$ cat src/rtl/alu_sequencer.sv
// One-request-at-a-time ALU for the grah-8 core: single-cycle logic/add/sub,
// iterative shift-add MUL and restoring DIV, valid/ready request and response channels.
module alu_sequencer #(
    parameter int DATA_WIDTH = 8
) (
    input  logic                  clk,
    input  logic                  rst,
    input  logic [7:0]            instruction,
    input  logic [DATA_WIDTH-1:0] a,
    input  logic [DATA_WIDTH-1:0] b,
    input  logic                  req_disable,
    input  logic                  req_valid,
    output logic                  req_ready,
    output logic [DATA_WIDTH-1:0] result,
    output logic [DATA_WIDTH-1:0] result_hi,
    output logic                  carry,
    output logic                  zero,
    output logic                  div_by_zero,
    output logic                  illegal,
    output logic [10:0]           op_onehot,
    output logic                  rsp_valid,
    input  logic                  rsp_ready,
    output logic                  busy
);

    localparam int W  = DATA_WIDTH;
    localparam int CW = $clog2(W + 1);

    typedef enum logic [1:0] {
        IDLE,
        ITER,
        DONE
    } state_t;

    state_t         state_q, state_d;
    logic [CW-1:0]  cnt_q, cnt_d;
    logic [W-1:0]   work_hi_q, work_hi_d;
    logic [W-1:0]   work_lo_q, work_lo_d;
    logic [W-1:0]   opb_q, opb_d;
    logic [W-1:0]   result_q, result_d;
    logic [W-1:0]   result_hi_q, result_hi_d;
    logic           carry_q, carry_d;
    logic           zero_q, zero_d;
    logic           dbz_q, dbz_d;
    logic           illegal_q, illegal_d;
    logic [10:0]    op_onehot_q, op_onehot_d;

    logic [3:0]     opcode;
    logic [10:0]    dec_onehot;
    logic           accept;
    logic           long_op;
    logic [W:0]     sum_ext;
    logic [W:0]     diff_ext;
    logic [W-1:0]   simple_res;
    logic [W-1:0]   simple_hi;
    logic           simple_carry;
    logic           simple_dbz;
    logic           simple_illegal;
    logic [W:0]     mul_sum;
    logic [W-1:0]   mul_hi_next;
    logic [W-1:0]   mul_lo_next;
    logic [W:0]     div_shift;
    logic [W:0]     div_sub;
    logic           div_ge;
    logic [W-1:0]   div_rem_next;
    logic [W-1:0]   div_quo_next;
    logic           unused_upper_bits;

    assign opcode            = instruction[3:0];
    assign unused_upper_bits = ^instruction[7:4];

    assign req_ready   = (state_q == IDLE) & ~req_disable & ~rst;
    assign accept      = req_valid & req_ready;
    assign rsp_valid   = (state_q == DONE);
    assign busy        = (state_q != IDLE);
    assign result      = result_q;
    assign result_hi   = result_hi_q;
    assign carry       = carry_q;
    assign zero        = zero_q;
    assign div_by_zero = dbz_q;
    assign illegal     = illegal_q;
    assign op_onehot   = op_onehot_q;

    // Only MUL and DIV with a nonzero divisor take the iterative path.
    assign long_op = (opcode == 4'd10) || ((opcode == 4'd11) && (b != '0));

    always_comb begin
        dec_onehot = '0;
        if ((opcode >= 4'd1) && (opcode <= 4'd11)) begin
            dec_onehot[opcode - 4'd1] = 1'b1;
        end
    end

    always_comb begin
        sum_ext        = {1'b0, a} + {1'b0, b};
        diff_ext       = {1'b0, a} - {1'b0, b};
        simple_res     = '0;
        simple_hi      = '0;
        simple_carry   = 1'b0;
        simple_dbz     = 1'b0;
        simple_illegal = 1'b0;
        case (opcode)
            4'd1: begin
                simple_res   = sum_ext[W-1:0];
                simple_carry = sum_ext[W];
            end
            4'd2: begin
                simple_res   = diff_ext[W-1:0];
                simple_carry = diff_ext[W];
            end
            4'd3: simple_res = ~a;
            4'd4: simple_res = a | b;
            4'd5: simple_res = ~(a | b);
            4'd6: simple_res = a ^ b;
            4'd7: simple_res = ~(a ^ b);
            4'd8: simple_res = a & b;
            4'd9: simple_res = ~(a & b);
            4'd11: begin
                simple_res = '1;
                simple_hi  = a;
                simple_dbz = 1'b1;
            end
            default: simple_illegal = 1'b1;
        endcase
    end

    // MUL keeps {hi, lo} as the partial product with the multiplier shifting out of lo;
    // DIV keeps the remainder in hi and the dividend/quotient shifting through lo.
    always_comb begin
        mul_sum      = {1'b0, work_hi_q} + (work_lo_q[0] ? {1'b0, opb_q} : '0);
        mul_hi_next  = mul_sum[W:1];
        mul_lo_next  = {mul_sum[0], work_lo_q[W-1:1]};
        div_shift    = {work_hi_q, work_lo_q[W-1]};
        div_ge       = (div_shift >= {1'b0, opb_q});
        div_sub      = div_shift - {1'b0, opb_q};
        div_rem_next = div_ge ? div_sub[W-1:0] : div_shift[W-1:0];
        div_quo_next = {work_lo_q[W-2:0], div_ge};
    end

    always_comb begin
        state_d     = state_q;
        cnt_d       = cnt_q;
        work_hi_d   = work_hi_q;
        work_lo_d   = work_lo_q;
        opb_d       = opb_q;
        result_d    = result_q;
        result_hi_d = result_hi_q;
        carry_d     = carry_q;
        zero_d      = zero_q;
        dbz_d       = dbz_q;
        illegal_d   = illegal_q;
        op_onehot_d = op_onehot_q;
        case (state_q)
            IDLE: begin
                if (accept) begin
                    op_onehot_d = dec_onehot;
                    opb_d       = b;
                    if (long_op) begin
                        state_d     = ITER;
                        cnt_d       = CW'(W);
                        work_hi_d   = '0;
                        work_lo_d   = a;
                        result_d    = '0;
                        result_hi_d = '0;
                        carry_d     = 1'b0;
                        zero_d      = 1'b0;
                        dbz_d       = 1'b0;
                        illegal_d   = 1'b0;
                    end else begin
                        state_d     = DONE;
                        result_d    = simple_res;
                        result_hi_d = simple_hi;
                        carry_d     = simple_carry;
                        zero_d      = (simple_res == '0);
                        dbz_d       = simple_dbz;
                        illegal_d   = simple_illegal;
                    end
                end
            end
            ITER: begin
                cnt_d = cnt_q - CW'(1);
                if (op_onehot_q[10]) begin
                    work_hi_d = div_rem_next;
                    work_lo_d = div_quo_next;
                end else begin
                    work_hi_d = mul_hi_next;
                    work_lo_d = mul_lo_next;
                end
                if (cnt_q == CW'(1)) begin
                    state_d = DONE;
                    if (op_onehot_q[10]) begin
                        result_d    = div_quo_next;
                        result_hi_d = div_rem_next;
                        carry_d     = 1'b0;
                        zero_d      = (div_quo_next == '0);
                    end else begin
                        result_d    = mul_lo_next;
                        result_hi_d = mul_hi_next;
                        carry_d     = (mul_hi_next != '0);
                        zero_d      = ({mul_hi_next, mul_lo_next} == '0);
                    end
                end
            end
            DONE: begin
                if (rsp_ready) begin
                    state_d = IDLE;
                end
            end
            default: state_d = IDLE;
        endcase
    end

    always_ff @(posedge clk or posedge rst) begin
        if (rst) begin
            state_q     <= IDLE;
            cnt_q       <= '0;
            work_hi_q   <= '0;
            work_lo_q   <= '0;
            opb_q       <= '0;
            result_q    <= '0;
            result_hi_q <= '0;
            carry_q     <= 1'b0;
            zero_q      <= 1'b0;
            dbz_q       <= 1'b0;
            illegal_q   <= 1'b0;
            op_onehot_q <= '0;
        end else begin
            state_q     <= state_d;
            cnt_q       <= cnt_d;
            work_hi_q   <= work_hi_d;
            work_lo_q   <= work_lo_d;
            opb_q       <= opb_d;
            result_q    <= result_d;
            result_hi_q <= result_hi_d;
            carry_q     <= carry_d;
            zero_q      <= zero_d;
            dbz_q       <= dbz_d;
            illegal_q   <= illegal_d;
            op_onehot_q <= op_onehot_d;
        end
    end

endmodule

$ cat config.mk
export PLATFORM = sky130hd
export DESIGN_NAME = alu_sequencer
export DESIGN_NICKNAME = d
export VERILOG_FILES = /design/src/rtl/alu_sequencer.sv
export SDC_FILE = /design/constraint.sdc
export NUM_CORES = 1
export LEC_CHECK = 0
export BUFFER_PORTS_ARGS = -buffer_cell sky130_fd_sc_hd__clkbuf_2
export CORE_ASPECT_RATIO = 0.8
export CORE_MARGIN = 2
export CORE_UTILIZATION = 60
export CTS_CLUSTER_SIZE = 16
export DETAILED_ROUTE_END_ITERATION = 8
export GPL_ROUTABILITY_DRIVEN = 0
export PLACE_DENSITY_LB_ADDON = 0.25
export SKIP_CTS_REPAIR_TIMING = 1
export SLEW_MARGIN = 0
export SYNTH_ARGS = -nofsm -noshare
export SYNTH_HDL_FRONTEND = slang
export SYNTH_SLANG_ARGS = --single-unit
$ cat constraint.sdc
create_clock -name clk -period 3.58 [get_ports clk]
set_input_delay 0.358 -clock clk [delete_from_list [all_inputs] [get_ports clk]]
set_output_delay 0.358 -clock clk [all_outputs]
set_load 0.01 [all_outputs]
==> results of run 1 <==
[flip-flops by register name, summed over array words and instances, names as in the netlist, 2 cells and up]
signal     cells
result         8
work_lo_q      8
opb_q          8
work_hi_q      8
result_hi      8
state_q        2
cnt_q          4
op_onehot     11
[routing by layer]
layer / global-route usage / share of wire / routed length, um
met1: 0.471 / 0.45 / 6730
met2: 0.495 / 0.42 / 6280
met3: 0.0759 / 0.097 / 1470
met4: 0.140 / 0.040 / 596
met5: 0 / 0 / 0
[worst max path at each step]
stage	cells after the start	slack, ns	endpoint
after floorplan	11	0.99	zero
after global placement	11	0.60	result[6]
after detailed placement	11	0.60	result[6]
after CTS	10	0.63	zero
after global routing	10	0.40	zero
final	10	0.56	zero
[cell type report]
type / count / area, um2 / area share
Clock inverter: 5 / 58.8 / 0.0102
Inverter: 43 / 161 / 0.0280
Timing Repair Buffer: 66 / 350 / 0.0607
Tap cell: 112 / 140 / 0.0243
Multi-Input combinational cell: 493 / 3390 / 0.588
Sequential cell: 61 / 1530 / 0.264
Clock buffer: 11 / 141 / 0.0245
[per-stage QoR]
step | area, um2 | hold WS (ns)
after floorplan | 5280 | 0.463
after global placement | 5570 | 0.459
after detailed placement | 5570 | 0.470
after CTS | 5770 | 0.122
after global routing | 5770 | 0.159
final | 5770 | 0.105
[placed cells by master, fill, tap and decap left out, types with 5 or more instances in the layout]
| cell | n |
|---|---|
| nand2_1 | 81 |
| dfrtp_1 | 61 |
| clkbuf_2 | 58 |
| ha_1 | 43 |
| inv_1 | 42 |
| nor2_1 | 38 |
| o21ai_0 | 38 |
| a21oi_1 | 35 |
| a31oi_1 | 16 |
| xnor2_1 | 14 |
| nor2b_1 | 13 |
| nand3_1 | 12 |
| nor3_1 | 11 |
| mux2i_1 | 11 |
| and2_1 | 10 |
| clkbuf_8 | 10 |
| nand2b_1 | 9 |
| a211oi_1 | 9 |
| o31ai_1 | 9 |
| xor2_1 | 8 |
| buf_4 | 8 |
| or2_2 | 7 |
| nor3b_1 | 6 |
| o221ai_1 | 6 |
| a21o_1 | 6 |
| o21a_1 | 6 |
| o2111ai_1 | 6 |
| o22ai_1 | 6 |
| nand3b_1 | 6 |
| o21bai_1 | 5 |
[cell families (layout without fill, tap and decap cells)]
kind of cell               after synthesis  count (layout)  share of synthesized area
AOI/OAI and AO/OA                      186             186                      0.240
muxes                                   16              16                     0.0315
adders and majority gates               47              47                      0.117
DFF                                     61              61                      0.289
buffers and inverters                   79             125                     0.0673
xor gates and xnor gates                22              22                     0.0365
and+or+nand+nor                        222             222                      0.218
[where the power goes]
| group | switching, uW | internal, uW | total, uW |
|---|---|---|---|
| Combinational | 1130 | 815 | 1940 |
| Sequential | 245 | 919 | 1160 |
| Clock | 290 | 342 | 632 |
==> results.toml, run 1 <==
[status]
status = "completed"

[setup_path]
critPathMaxFanout = 11
setup.worst_path.end_class = "register"
crit_start = "work_lo_q[0]"
crit_top_cell = "a21oi_1"
arrival_ns = 3.28
cp_num_buf_inv = 0
worstRegToRegCells = 10
path_class = "register to register"
cp_cell_sequence = "and2_1 -> ha_1 -> fa_1 -> a21oi_1 -> o2111ai_1 -> xor2_1 -> or2_2 -> o31ai_1 -> mux2i_1 -> a21oi_1"
start_kind = "register"
timing.rr.start = "work_lo_q[0]"
cp.required_ns = 3.84
rr_endpoint = "zero"
max_stage_delay_ns = 0.49
rrSetupSlack_ns = 0.56
path_delay_family = "compound AO/OA/AOI/OAI gates"
crit_slowest_cell = "dfrtp_1"

[clock_network]
clk_latency_ns = 0.35
cts_htree_levels = 3
clock_sinks = 61
clk_pin_slew_ns = 0.08
cts-root-buf = "clkbuf_8"
clk_path_buf_depth = 2
cts_tree = "done"
numCtsBuffers = 9

[floorplan]
die_y_um = 87.9
die_area_um2 = 9560
core_um2 = 8520
ios = 63
placementRows = 30
start_util = 0.619
die_w_um = 109

[route]
first_iter_violations = 525
vias_per_cell = 6.45
ant_nets = 0
via_count = 5103
dr.pass1.iters = 5
post_drt_wl_per_cell_um = 19.1
wl_um = 15100
drc = 0

[hold_path]
min_path_type = "input port to async pin"

[global_routing]
globalRoute.totalOverflow = 0
grt_start_max_net_pins = 46
grt_pass1_vias = 4731
grt.total_usage = 0.334
antenna_found_initial = 0
grt_first_pass_wirelength_um = 24400

[synthesis]
synth.avg_cell_area_um2 = 8.34
ys.flop_type = "dfrtp_1"
synth.top_cell.area_share = 0.289
synth_most_common_cell = "nand2_1"
synth-edff-count = 0
synthTopCellsByArea = "dfrtp_1 (29%), ha_1 (10%), nand2_1 (5.8%)"
ys_seq_elements = 61
synth_nets = 709
synth_cells = 633
ys_warn_count = 0
synth.distinct_cells = 76
synth_common_cells = "nand2_1 (81), dfrtp_1 (61), ha_1 (43), inv_1 (43)"
synth_seq_area_share = 0.289
synth_top_cell_by_area = "dfrtp_1"
ys_async_sr_fraction = 1.00
syn_area_um2 = 5280

[sta]
fin_crit_sh = 0.844
hold_violations = 0
finalSetupViolations = 0
max_freq_mhz = 331
tns_ns = 0
timing.final.ws_setup_ns = 0.559
slew_violations = 0
rsz0062_at_grt = "no"
relSlewSlack = 0.312
worst_pin_slew_ns = 1.03
period_needed_ns = 3.02
clock_skew_ns = 0.0102

[layout]
area.growth.synth_to_final_pct = 9.41
fill_cells = 691
final_util = 0.678
diodes = 0
drive_gt1_frac = 0.165
fin_nets = 750
final_cells = 791

[job]
maxCapViolCount = 0

[place]
dp_cells = 775
numPortBuffers = 58
place_ws_ns = 0.596
hpwl_um = 11400

[pwr]
p_total_uw = 3740
power.density_nw_per_um2 = 647
ir_worst_vdd_v = 0.000375
power.leakage_uw = 0.00267
Note: power is estimated with default switching activity, not from simulation.
==> inputs of run 2 (changes only) <==
- clock period: 3.58 -> 2.8 ns (I/O delays scaled with it)
==> run 2 against run 1 <==
  * Total power rose by 34%
  * Sequential power rose by 28%
  * Maximum frequency rose by 8.7%
  * Clock skew rose by 0.00074 ns
  * Via count rose by 2.8%
  * Die area did not move
  * Register-to-register slack got worse by 0.54 ns
  * Critical path depth fell by 1
  * Critical endpoint is now result_hi[1]
==> results.toml, run 2 (same netlist as run 1, synthesis figures left out) <==
[status]
status = "completed"

[sta]
finalSetupViolations = 0
hold_violations = 0
fin_crit_sh = 0.992
worst_pin_slew_ns = 0.862
slew_violations = 0
period_needed_ns = 2.78
whs_ns = 0.266
timing.final.ws_setup_ns = 0.0221
tns_ns = 0
clock_skew_ns = 0.0110
relSlewSlack = 0.425
max_freq_mhz = 360
rsz0062_at_grt = "no"

[layout]
seq_area_um2 = 1530
final_area_um2 = 5990
largest_reg_flops = 11
layout_commonest_cell = "nand2_1"
final_util = 0.703
drive_gt1_frac = 0.194
layout_common_cells = "nand2_1 (81), dfrtp_1 (61), clkbuf_2 (58)"
fin_nets = 772
diodes = 0
fill_cells = 694
area.growth.synth_to_final_pct = 13.6
multi_input_area_um2 = 3410

[pwr]
comb_power_share = 0.527
seqPwrFrac = 0.294
clockPowerShare = 0.179
power.leakage_uw = 0.00279
power.density_nw_per_um2 = 838
p_sw_uw = 2200
ir_worst_vdd_v = 0.000584
p_int_uw = 2820
swShare = 0.438

[clock_network]
clk_pin_slew_ns = 0.07
clock_sinks = 61
cts_tree = "done"
clk_latency_ns = 0.36
cts-root-buf = "clkbuf_8"
clk_path_buf_depth = 2
cts_htree_levels = 3
numCtsBuffers = 9

[job]
maxCapViolCount = 0

[place]
place_ws_ns = 0.0258
placed_area_um2 = 5740
numPortBuffers = 58
hpwl_um = 12000

[hold_path]
min_path_type = "input port to register"

[setup_path]
critPathMaxFanout = 8
start_kind = "register"
setup.worst_path.end_class = "register"
cp.required_ns = 3.08
path_class = "register to register"
arrival_ns = 3.06

[global_routing]
antenna_found_initial = 0
grt_first_pass_wirelength_um = 25400
grt_start_max_net_pins = 45
grt.total_usage = 0.350
globalRoute.totalOverflow = 0
grt_pass1_vias = 4957

[floorplan]
ios = 63
die_area_um2 = 9560
die_w_um = 109
start_util = 0.619
die_y_um = 87.9
core_um2 = 8520
placementRows = 30

[route]
via_count = 5247
vias_per_cell = 6.45
ant_nets = 0
dr.pass1.iters = 5
post_drt_wl_per_cell_um = 19.5
wl_um = 15900
first_iter_violations = 607
drc = 0
[run 2: layout make-up]
class	instances	area share
clock buffer	11	0.0236
clock inverter	5	0.0140
inverter	43	0.0269
multi-input combinational	493	0.569
sequential	61	0.255
tap	112	0.0234
timing repair buffer	88	0.0885
[run 2: through the flow]
step                total power (uW)  std cells
finish                          5020        813
global route                    5340        813
CTS                             4930        812
detailed placement              3990        796
global placement                3880        796
floorplan                       3260        633
[run 2: layer usage]
layer | share of wire | track usage
met1 | 0.42 | 0.492
met4 | 0.029 | 0.139
met5 | 0 | 0
met3 | 0.12 | 0.0871
met2 | 0.43 | 0.520
[run 2: worst paths after layout]
kind	from	to	slack (ns)	cells after the start
max	opb_q[3]	result_hi[1]	0.02	9
min	b[0]	opb_q[0]	0.27	3
max reg2reg	opb_q[3]	result_hi[1]	0.02	9
min reg2reg	op_onehot[8]	op_onehot[8]	0.48	2
max in group asynchronous	rst	work_hi_q[1]	1.77	4
min in group asynchronous	rst	work_hi_q[3]	0.39	3
[run 2: critical path, cell delays in order (launching register included)]
cell	delay, ns
dfrtp_1	0.42
inv_1	0.06
ha_1	0.37
o21ai_1	0.15
nor3_2	0.29
a21o_1	0.37
nand2_1	0.12
a311oi_1	0.61
a21oi_1	0.16
o21ai_1	0.16
[run 2: power by group through the flow]
stage | Combinational, uW | Sequential, uW | Clock, uW
after detailed placement | 2520 | 1470 | 0
final | 2640 | 1480 | 899
after floorplan | 1820 | 1440 | 0
after global routing | 2890 | 1510 | 951
after global placement | 2430 | 1450 | 0
after CTS | 2560 | 1460 | 907
==> inputs of run 3 (changes only) <==
- CORE_UTILIZATION: 60 -> 64
- clock period: 2.8 -> 3.4 ns (I/O delays scaled with it)
==> run 3 against run 2 <==
  * Via count is 1.2% lower
  * Core utilization rose by 2.5 points
  * Clock power down 24%
  * Global-route usage fell by 0.48 points
  * Cell count down 2.6%
  * Clock skew shrank 0.0017 ns
  * Total power is 22% lower
  * Sequential power fell by 18%
  * Wire length down 5.3%
  * Die area decreased by 6.0%
  * Sequential share of layout area rose by 0.78 points
==> results.toml, run 3 (same netlist as run 1, synthesis figures left out) <==
[status]
status = "completed"

[global_routing]
grt.total_usage = 0.345
globalRoute.totalOverflow = 0
antenna_found_initial = 0
grt_pass1_vias = 4834
grt_start_max_net_pins = 47
grt_first_pass_wirelength_um = 24500

[setup_path]
critPathMaxFanout = 11
path_delay_family = "compound AO/OA/AOI/OAI gates"
start_kind = "register"
max_stage_delay_ns = 0.50
path_class = "register to register"
timing.rr.start = "work_lo_q[0]"
crit_top_cell = "a21oi_1"
rrSetupSlack_ns = 0.42
crit_start = "work_lo_q[0]"
cp_num_buf_inv = 0
crit_slowest_cell = "dfrtp_1"
arrival_ns = 3.25
cp_cell_sequence = "and2_1 -> ha_1 -> fa_1 -> a21oi_1 -> o2111ai_1 -> xor2_1 -> or2_2 -> o31ai_1 -> mux2i_1 -> a21oi_1"
cp.required_ns = 3.66
setup.worst_path.end_class = "register"

[floorplan]
die_w_um = 106
start_util = 0.661
die_area_um2 = 8990
ios = 63
placementRows = 29
core_um2 = 7980
die_y_um = 85.2

[job]
maxCapViolCount = 0

[layout]
multi_input_area_um2 = 3390
drive_gt1_frac = 0.173
seq_area_um2 = 1530
largest_reg_flops = 11
fin_nets = 755
layout_commonest_cell = "nand2_1"
area.growth.synth_to_final_pct = 10.2
layout_common_cells = "nand2_1 (81), dfrtp_1 (61), clkbuf_2 (58)"
fill_cells = 626
diodes = 0

[sta]
relSlewSlack = 0.376
hold_violations = 0
worst_pin_slew_ns = 0.934
max_freq_mhz = 335
finalSetupViolations = 0
timing.final.ws_setup_ns = 0.418
fin_crit_sh = 0.877
slew_violations = 0
clock_skew_ns = 0.00924
period_needed_ns = 2.98
tns_ns = 0
rsz0062_at_grt = "no"

[route]
first_iter_violations = 580
drc = 0
post_drt_wl_per_cell_um = 19.0
wl_um = 15000
via_count = 5182
vias_per_cell = 6.54
ant_nets = 0
dr.pass1.iters = 5

[place]
hpwl_um = 11400
numPortBuffers = 58
place_ws_ns = 0.489

[clock_network]
clk_latency_ns = 0.34
clk_path_buf_depth = 2
cts_htree_levels = 3
clock_sinks = 61
cts_tree = "done"
clk_pin_slew_ns = 0.07
numCtsBuffers = 9
cts-root-buf = "clkbuf_8"

[hold_path]
min_path_type = "input port to async pin"

[pwr]
power.density_nw_per_um2 = 678
ir_worst_vdd_v = 0.000538
power.leakage_uw = 0.00270
[run 3: changes by cell type in the layout (fill, tap and decap cells not counted), sizes merged]
cell         change
buf             -16
bufinv           -1
clkinv           +1
dlygate4sd3      -1
[run 3: power breakdown]
part / leakage, uW / internal [uW] / switching, uW
Clock: 0.000102 / 378 / 308
Combinational: 0.00182 / 863 / 1170
Sequential: 0.000773 / 968 / 249
[run 3: path summary, 6_finish.rpt]
check	to	depth (start not counted)
max	zero	10
min	zero	2
max reg2reg	zero	10
min reg2reg	op_onehot[2]	2
max in group asynchronous	result[7]	3
min in group clk	opb_q[0]	3
[run 3: layer usage]
| metal | part of all wire | global-route usage | vias up |
|---|---|---|---|
| li1 | - | - | 2365 |
| met1 | 0.42 | 0.487 | 2414 |
| met2 | 0.43 | 0.524 | 351 |
| met3 | 0.12 | 0.0814 | 52 |
| met4 | 0.029 | 0.121 | 0 |
| met5 | 0 | 0 | - |
[run 3: layout make-up]
cell class,count,share of cell area
flip-flops and latches,61,0.262
clock inverters,5,0.0101
clock buffers,11,0.0260
inverters,43,0.0278
multi-input cells,493,0.584
well taps,108,0.0232
repair buffers,71,0.0667
[run 3: per-stage QoR]
stage / total power (uW) / hold WS, ns / instances / utilization / instance area (um2)
after global routing: 4240 / 0.314 / 792 / 0.729 / 5820
after detailed placement: 3210 / 0.468 / 776 / 0.702 / 5610
after floorplan: 2690 / 0.463 / 633 / - / 5280
after CTS: 3900 / 0.248 / 792 / 0.729 / 5820
after global placement: 3120 / 0.456 / 776 / 0.702 / 5610
final: 3940 / 0.214 / 792 / 0.729 / 5820
[run 3: worst register-to-register path: stages, from the launching register on]
cell and delay (ns):
dfrtp_1 0.50, and2_1 0.22, ha_1 0.21, fa_1 0.42, a21oi_1 0.24, o2111ai_1 0.17
xor2_1 0.18, or2_2 0.29, o31ai_1 0.38, mux2i_1 0.14, a21oi_1 0.15
